==> config.mk <==
export PLATFORM = sky130hd
export DESIGN_NAME = if_id_skid
export DESIGN_NICKNAME = d
export VERILOG_FILES = /design/src/rtl/if_id_skid_pkg.sv /design/src/rtl/fetch_entry_reg.sv /design/src/rtl/if_id_skid.sv
export SDC_FILE = /design/constraint.sdc
export NUM_CORES = 1
export LEC_CHECK = 0
export CAP_MARGIN = 30
export CORE_AREA = 10 10 110 112
export DETAILED_ROUTE_END_ITERATION = 8
export DIE_AREA = 0 0 120 122
export PLACE_DENSITY = 0.77
export SETUP_SLACK_MARGIN = 0.1
export SYNTH_ARGS = -nofsm -noshare
export SYNTH_HDL_FRONTEND = slang
export SYNTH_SLANG_ARGS = --single-unit
==> constraint.sdc <==
create_clock -name clock -period 5.8 [get_ports clock]
set_input_delay 0.87 -clock clock [delete_from_list [all_inputs] [get_ports clock]]
set_output_delay 0.87 -clock clock [all_outputs]
set_load 0.02 [all_outputs]
==> src/rtl/if_id_skid_pkg.sv <==
//------------------------------------------------------------------------------
// Module   : if_id_skid_pkg
// Brief    : Shared fetch-stage constants and skid-buffer state encoding.
// Revision : 1.0 - initial release
//------------------------------------------------------------------------------
`default_nettype none

package if_id_skid_pkg;

  // Default PC word-address width and instruction width for the fetch path
  localparam int c_PC_W    = 10;
  localparam int c_INSTR_W = 32;

  // Instruction presented to decode when no valid entry is held
  localparam logic [31:0] c_NOP = 32'h0000_0000;

  // The encoding doubles as the occupancy count, so occupancy is the state itself
  typedef enum logic [1:0] {
    EMPTY = 2'd0,
    ONE   = 2'd1,
    FULL  = 2'd2
  } skid_state_t;

endpackage : if_id_skid_pkg

`default_nettype wire

==> src/rtl/fetch_entry_reg.sv <==
//------------------------------------------------------------------------------
// Module   : fetch_entry_reg
// Brief    : One {pc_plus1, instr} storage slot with load enable and async clear.
// Revision : 1.0 - initial release
//------------------------------------------------------------------------------
`default_nettype none

module fetch_entry_reg
  import if_id_skid_pkg::*;
#(
  parameter int PC_W    = c_PC_W,
  parameter int INSTR_W = c_INSTR_W
) (
  input  logic               clock,
  input  logic               reset_n,
  input  logic               load,
  input  logic [PC_W-1:0]    pc_plus1_d,
  input  logic [INSTR_W-1:0] instr_d,
  output logic [PC_W-1:0]    pc_plus1_q,
  output logic [INSTR_W-1:0] instr_q
);

  // Capture a new entry on load; reset returns the slot to an all-zero NOP
  always_ff @(posedge clock or negedge reset_n) begin
    if (!reset_n) begin
      pc_plus1_q <= '0;
      instr_q    <= INSTR_W'(c_NOP);
    end else if (load) begin
      pc_plus1_q <= pc_plus1_d;
      instr_q    <= instr_d;
    end
  end

endmodule : fetch_entry_reg

`default_nettype wire

==> src/rtl/if_id_skid.sv <==
//------------------------------------------------------------------------------
// Module   : if_id_skid
// Brief    : Two-entry skid buffer between instruction fetch and decode.
//            Decode-facing outputs come straight from the head register.
// Revision : 1.0 - initial release
//------------------------------------------------------------------------------
`default_nettype none

module if_id_skid
  import if_id_skid_pkg::*;
#(
  parameter int PC_W    = c_PC_W,
  parameter int INSTR_W = c_INSTR_W
) (
  input  logic               clock,
  input  logic               reset_n,
  input  logic [PC_W-1:0]    if_pc,
  input  logic [INSTR_W-1:0] if_instr,
  input  logic               if_valid,
  output logic               if_ready,
  input  logic               flush,
  input  logic               id_ready,
  output logic               id_valid,
  output logic [PC_W-1:0]    id_pc_plus1,
  output logic [INSTR_W-1:0] id_instr,
  output logic [1:0]         occupancy
);

  skid_state_t        r_state;
  skid_state_t        w_state_next;

  logic               w_push;
  logic               w_pop;
  logic [PC_W-1:0]    w_new_pc1;

  logic               w_head_load;
  logic [PC_W-1:0]    w_head_pc1_d;
  logic [INSTR_W-1:0] w_head_instr_d;
  logic               w_tail_load;
  logic [PC_W-1:0]    w_tail_pc1_d;
  logic [INSTR_W-1:0] w_tail_instr_d;
  logic [PC_W-1:0]    w_tail_pc1_q;
  logic [INSTR_W-1:0] w_tail_instr_q;

  // Ready depends on state alone so no combinational path runs from decode back to fetch
  assign if_ready  = (r_state != FULL);
  assign id_valid  = (r_state != EMPTY);
  assign occupancy = r_state;

  // Flush discards both the incoming fetch and any decode handshake on the same edge
  assign w_push    = if_valid && if_ready && !flush;
  assign w_pop     = id_valid && id_ready && !flush;
  assign w_new_pc1 = if_pc + PC_W'(1);

  // State register
  always_ff @(posedge clock or negedge reset_n) begin
    if (!reset_n) begin
      r_state <= EMPTY;
    end else begin
      r_state <= w_state_next;
    end
  end

  // Next state and entry-register steering; head is zeroed whenever it becomes empty
  always_comb begin
    w_state_next   = r_state;
    w_head_load    = 1'b0;
    w_head_pc1_d   = w_new_pc1;
    w_head_instr_d = if_instr;
    w_tail_load    = 1'b0;
    w_tail_pc1_d   = w_new_pc1;
    w_tail_instr_d = if_instr;

    if (flush) begin
      w_state_next   = EMPTY;
      w_head_load    = 1'b1;
      w_head_pc1_d   = '0;
      w_head_instr_d = INSTR_W'(c_NOP);
      w_tail_load    = 1'b1;
      w_tail_pc1_d   = '0;
      w_tail_instr_d = INSTR_W'(c_NOP);
    end else begin
      case (r_state)
        EMPTY: begin
          if (w_push) begin
            w_state_next = ONE;
            w_head_load  = 1'b1;
          end
        end
        ONE: begin
          if (w_push && w_pop) begin
            // Head is consumed and replaced by the new fetch in the same cycle
            w_head_load = 1'b1;
          end else if (w_push) begin
            w_state_next = FULL;
            w_tail_load  = 1'b1;
          end else if (w_pop) begin
            w_state_next   = EMPTY;
            w_head_load    = 1'b1;
            w_head_pc1_d   = '0;
            w_head_instr_d = INSTR_W'(c_NOP);
          end
        end
        FULL: begin
          // No push is possible here because if_ready is low
          if (w_pop) begin
            w_state_next   = ONE;
            w_head_load    = 1'b1;
            w_head_pc1_d   = w_tail_pc1_q;
            w_head_instr_d = w_tail_instr_q;
          end
        end
        default: begin
          w_state_next = EMPTY;
        end
      endcase
    end
  end

  fetch_entry_reg #(
    .PC_W    (PC_W),
    .INSTR_W (INSTR_W)
  ) u_head (
    .clock      (clock),
    .reset_n    (reset_n),
    .load       (w_head_load),
    .pc_plus1_d (w_head_pc1_d),
    .instr_d    (w_head_instr_d),
    .pc_plus1_q (id_pc_plus1),
    .instr_q    (id_instr)
  );

  fetch_entry_reg #(
    .PC_W    (PC_W),
    .INSTR_W (INSTR_W)
  ) u_tail (
    .clock      (clock),
    .reset_n    (reset_n),
    .load       (w_tail_load),
    .pc_plus1_d (w_tail_pc1_d),
    .instr_d    (w_tail_instr_d),
    .pc_plus1_q (w_tail_pc1_q),
    .instr_q    (w_tail_instr_q)
  );

endmodule : if_id_skid

`default_nettype wire

==> results.py, run 1 <==
metrics = {
    "status": {
        "status": "complete, no violations",
    },
    "power_and_ir_drop": {
        "vdd_drop_max_uv": 210,
        "power_density_mw_per_mm2": 324,
        "p_leak_nw": 2.18,
    },
    "setup_path": {
        "critPathMaxFanout": 40,
        "timing_worst_setup_path_type": "input pin to flop",
        "start_kind": "input pin",
        "cp_data_arrival_time_ns": 3.39,
        "cp.required_ns": 6.07,
        "end_kind": "flop",
    },
    "floorplan": {
        "coreArea_mm2": 0.0100,
        "ios": 93,
        "die_w_um": 120,
        "row_count": 37,
        "die_y_um": 122,
        "dieArea_mm2": 0.0146,
        "initial_core_util_pct": 43.4,
    },
    "global_routing": {
        "grt_max_degree": 52,
        "grt_pass1_vias": 3932,
        "grt_pass1_wl_um": 19800,
        "antenna_found_initial": 0,
        "grt.total_usage_pct": 16.5,
        "grt_overflow_total": 0,
    },
    "placed_design": {
        "dpl_cell_area_mm2": 0.00537,
        "dp_slack_ns": 2.27,
        "dp.cells": 650,
        "place_congestion": 0.890,
        "portBuffers": 92,
        "dp_hpwl_um": 8500,
    },
    "yosys": {
        "avgSynthCellArea_um2": 9.69,
        "ys_warn_count": 0,
        "seq_area_frac_synth_pct": 49.3,
        "synth_area_leaders": "dfrtp_1 49%, nand2_1 7.2%, o21ai_0 5.5%",
        "synth-async-reset-ratio_pct": 100,
        "yosysTopAreaCell": "dfrtp_1",
        "synth_top_cell_area_share_pct": 49.3,
        "synth_cell_types": 48,
        "synth_edf_count": 0,
        "syn_area_mm2": 0.00436,
        "synth_ff_type": "dfrtp_1",
        "yosysMostFrequentCell": "dfrtp_1",
        "synth-seq-cells": 86,
        "synth_commonest_cells": "86 x dfrtp_1, 84 x nand2_1, 48 x o21ai_0, 28 x o211ai_1, 27 x a22oi_1",
        "syn_inst": 450,
        "synthesis.nets": 502,
    },
    "timing": {
        "worst_slack_ns": 2.68,
        "timing.final.crit_period_ns": 3.12,
        "fin_tns_setup_ns": 0,
        "tightest_slew_ns": 0.781,
        "slew_headroom_pct": 47.6,
        "clock_skew_ns": 0.0113,
        "hold_violations": 0,
        "max_freq_mhz": 320,
        "setup_viol": 0,
        "period_share_pct": 53.8,
        "slew_viol_final": 0,
        "rsz0062_at_grt": "false",
        "hold_slack_ns": 0.468,
    },
    "final_layout": {
        "n_antenna_cell": 0,
        "drive_gt1_share_pct": 10.6,
        "stdcell_area_mm2": 0.00554,
        "multiInputGateArea_mm2": 0.00197,
        "fillers": 904,
        "fin_cells": 665,
        "area_growth_pct": 27.0,
        "fin_nets": 577,
        "final-seq-area_mm2": 0.00215,
    },
    "clocking": {
        "clk_pin_slew_ns": 0.09,
        "cts_buffers": 9,
        "clkLatencyLatePin_ns": 0.35,
        "clockBufferDepth": 2,
        "cts_resized": 0,
        "cts_setup_buffers": 0,
        "root_buffer": "clkbuf_8",
        "cts-hold-fix-buffers": 0,
        "htree_num_levels": 3,
        "cts_tree": "yes",
        "cts_num_sinks": 86,
    },
    "worst_hold_path": {
        "hold_path_class": "input pin to asynchronous set/reset pin",
    },
    "detailed_routing": {
        "drt_first_pass_iters": 5,
        "drc": 0,
        "avgRoutedWirePerCell_um": 18.0,
        "vias": 3786,
        "viasPerCell": 5.69,
        "antenna_left": 0,
        "drt_wl_total_um": 12000,
        "drtIter0Drc": 304,
    },
    "flow_run": {
        "cap_violations": 0,
    },
}
-- through the flow --
step,total power [mW],util (%)
2_1_floorplan,1.16,-
3_3_place_gp,1.38,52.7
3_5_place_dp,1.42,53.4
4_1_cts,1.81,55.1
5_1_grt,1.90,55.1
6_report,1.79,55.1
-- report_power, final --
group	total, mW	internal (mW)	switching (mW)
clock	0.383	0.165	0.218
sequential	0.742	0.685	0.0575
combinational	0.668	0.291	0.377
total	1.79	1.14	0.652
-- layer usage --
metal	vias up	routed length, um	track usage (%)
met1	1851	5070	20.3
li1	1778	-	-
met3	11	912	5.41
met2	146	5880	27.3
met5	-	0	0
met4	0	114	4.22
-- final cells by class --
cell class | count | share of cell area [%]
Timing Repair Buffer | 101 | 18.7
Sequential cell | 86 | 38.9
Tap cell | 136 | 3.07
Inverter | 10 | 0.678
Clock buffer | 10 | 2.49
Clock inverter | 5 | 0.610
Multi-Input combinational cell | 317 | 35.6
-- critical path: stages --
cell	delay [ns]
clkdlybuf4s50_1	0.71
nand4bb_4	0.46
nor2_4	0.60
buf_4	0.46
nor2_1	0.07
nor3_1	0.20
-- sequential cells by signal, indices dropped and copies added, names as in the netlist --
register           cells
u_head.instr_q        32
u_tail.instr_q        32
u_head.pc_plus1_q     10
u_tail.pc_plus1_q     10
occupancy              2
-- path summary, 6_finish.rpt --
check | from | to | slack (ns) | depth (start not counted)
min in group clock | u_tail.pc_plus1_q[6] | u_tail.pc_plus1_q[6] | 0.52 | 2
max in group asynchronous | reset_n | u_head.pc_plus1_q[8] | 4.72 | 2
worst min register to register | u_tail.pc_plus1_q[6] | u_tail.pc_plus1_q[6] | 0.52 | 2
worst max register to register | occupancy[0] | u_tail.pc_plus1_q[3] | 3.18 | 7
worst min-delay path | reset_n | u_tail.instr_q[4] | 0.47 | 1
worst max-delay path | flush | u_tail.pc_plus1_q[3] | 2.68 | 6
-- cells in the final DEF (no fill, tap or decap), types with 2 or more instances in the layout --
cell             netlist  layout
a211oi_2               9       9
a21oi_1               15      15
a22oi_1               27      27
a22oi_2                8       8
a311oi_1               4       4
buf_16                 0       2
buf_4                  4       7
clkbuf_8               0      10
clkdlybuf4s50_1        0      91
clkinv_2               0       2
clkinvlp_4             0       2
dfrtp_1               86      86
ha_1                   5       5
inv_1                  9       9
mux2_2                 2       2
nand2_1               84      84
nand2b_1               3       3
nand3_1               13      13
nand4_1                2       2
nor2_1                 8       8
nor3_1                 6       6
o211ai_1              28      28
o21a_1                 4       4
o21ai_0               48      48
o21ai_1               25      25
xnor2_1                2       2
-- kinds of logic after synthesis --
group / count (synthesis) / share of synthesized area (%)
AO/OA/AOI/OAI: 180 / 28.7
AND/OR/NAND/NOR: 127 / 13.7
flip-flops: 86 / 49.3
buffers and inverters: 47 / 5.74
adder cells (fa/ha/maj): 5 / 1.43
XOR/XNOR: 3 / 0.603
multiplexers: 2 / 0.516
(Power assumes the default switching activity.)
==> inputs of run 2 (changes only) <==
Clock period 5.8 ns to 3.3 ns, I/O delays scaled along.
==> results.py, run 2 (synthesis gave the netlist of run 1 again) <==
metrics = {
    "status": {
        "status": "complete, no violations",
    },
    "setup_path": {
        "worst_setup_path_startpoint": "occupancy[0]",
        "cp_top_family": "compound AO/OA/AOI/OAI gates",
        "start_kind": "flop",
        "crit_cells": 6,
        "reg2reg_to": "u_head.pc_plus1_q[2]",
        "crit_chain": "inv_1 -> ha_1 -> nor2_1 -> o2bb2ai_2 -> nand3_4 -> o21ai_0",
        "critPathMaxFanout": 28,
        "cp_data_arrival_time_ns": 2.89,
        "end_kind": "flop",
        "cp.required_ns": 3.56,
        "cp_slowest_cell": "o2bb2ai_2",
        "cp_num_buf_inv": 1,
        "crit_path_end": "u_head.pc_plus1_q[2]",
        "r2r_start": "occupancy[0]",
        "rr_worst_depth": 6,
        "slowest_delay_ns": 0.65,
        "rrSetupSlack_ns": 0.68,
        "timing_worst_setup_path_type": "flop to flop",
    },
    "placed_design": {
        "place_congestion": 0.853,
        "dp.cells": 652,
        "portBuffers": 92,
        "dp_hpwl_um": 8250,
        "dpl_cell_area_mm2": 0.00537,
    },
    "timing": {
        "period_share_pct": 79.5,
        "slew_viol_final": 0,
        "rsz0062_at_grt": "false",
        "setup_viol": 0,
        "tightest_slew_ns": 0.767,
        "max_freq_mhz": 381,
        "timing.final.crit_period_ns": 2.62,
        "slew_headroom_pct": 48.6,
        "hold_violations": 0,
        "fin_tns_setup_ns": 0,
        "clock_skew_ns": 0.0105,
    },
    "detailed_routing": {
        "drtIter0Drc": 281,
        "drt_first_pass_iters": 7,
        "drt_wl_total_um": 11800,
        "drc": 0,
        "vias": 3761,
        "avgRoutedWirePerCell_um": 17.6,
        "antenna_left": 0,
        "viasPerCell": 5.61,
    },
    "clocking": {
        "clkLatencyLatePin_ns": 0.35,
        "cts_tree": "yes",
        "clk_pin_slew_ns": 0.09,
        "htree_num_levels": 3,
        "cts_num_sinks": 86,
        "cts_resized": 0,
        "cts_setup_buffers": 0,
        "clockBufferDepth": 2,
        "root_buffer": "clkbuf_8",
        "cts_buffers": 9,
    },
    "power_and_ir_drop": {
        "vdd_drop_max_uv": 419,
        "p_leak_nw": 2.20,
        "power_density_mw_per_mm2": 563,
    },
    "global_routing": {
        "grt.total_usage_pct": 16.3,
        "grt_pass1_vias": 3873,
        "grt_max_degree": 72,
        "antenna_found_initial": 2,
        "grt_overflow_total": 0,
        "grt_pass1_wl_um": 19700,
    },
    "floorplan": {
        "dieArea_mm2": 0.0146,
        "initial_core_util_pct": 43.4,
        "ios": 93,
        "die_w_um": 120,
        "row_count": 37,
        "coreArea_mm2": 0.0100,
        "die_y_um": 122,
    },
    "final_layout": {
        "fin_nets": 580,
        "top_regs": "u_head.instr_q (32), u_tail.instr_q (32)",
        "drive_gt1_share_pct": 11.1,
        "mostFrequentLayoutCell": "clkdlybuf4s50_1",
        "area_growth_pct": 27.3,
        "final_cell_mix": "91 x clkdlybuf4s50_1, 86 x dfrtp_1, 84 x nand2_1",
        "postLayoutCoreUtil_pct": 55.3,
        "stdcell_area_mm2": 0.00555,
        "fin_cells": 670,
    },
    "flow_run": {
        "cap_violations": 0,
    },
    "worst_hold_path": {
        "hold_path_class": "flop to flop",
    },
}
run 2: changes by cell type in the layout (fill, tap and decap cells not counted), sizes merged:
cell / delta
clkbuf: -1
clkinvlp: -1
diode: +1
dlygate4sd3: +1
clkinv: +3
buf: +2
run 2: area by class of cell:
cell class	instances	area [um^2]
fill	908	4490
inverter	10	37.5
tap	136	170
clock inverter	7	48.8
antenna	1	2.50
sequential	86	2150
multi-input combinational	317	1970
clock buffer	9	124
timing repair buffer	104	1040
run 2: how the worst min path moves through the flow:
stage,endpoint,slack [ns],startpoint,cells past startpoint
floorplan,occupancy[0],0.20,reset_n,0
global placement,u_tail.pc_plus1_q[5],0.48,u_tail.pc_plus1_q[5],2
detailed placement,u_tail.instr_q[4],0.38,reset_n,1
CTS,u_tail.pc_plus1_q[7],0.51,u_tail.pc_plus1_q[7],2
global route,u_tail.pc_plus1_q[4],0.54,u_tail.pc_plus1_q[4],2
finish,u_tail.pc_plus1_q[7],0.51,u_tail.pc_plus1_q[7],2
run 2: power by group:
group | switching (mW) | internal, mW
logic | 0.655 | 0.505
clock network | 0.388 | 0.275
registers | 0.102 | 1.20
run 2: tightest hold or removal path, stage by stage, from the launching register on:
cell and delay [ns]:
dfrtp_1 0.35, nand3_1 0.07, nand2_1 0.06
run 2: through the flow:
| step | hold WS (ns) | total power, mW | worst slack [ns] |
|---|---|---|---|
| finish | 0.512 | 3.13 | 0.677 |
| global route | 0.542 | 3.31 | 0.522 |
| CTS | 0.514 | 3.17 | 0.718 |
| detailed placement | 0.383 | 2.49 | 0.678 |
| global placement | 0.483 | 2.46 | 0.786 |
| floorplan | 0.199 | 2.04 | 1.28 |
run 2: metal layers:
metal	GRT usage (%)	part of all wire, %
met1	20.1	42
met2	26.6	50
met5	0	0.11
met4	5.51	1.8
met3	5.27	6.4
run 2: repair_timing:
action	CTS	global route
endpoints found under the setup margin	0	0
hold endpoints to repair	15	0
hold buffers	1	0
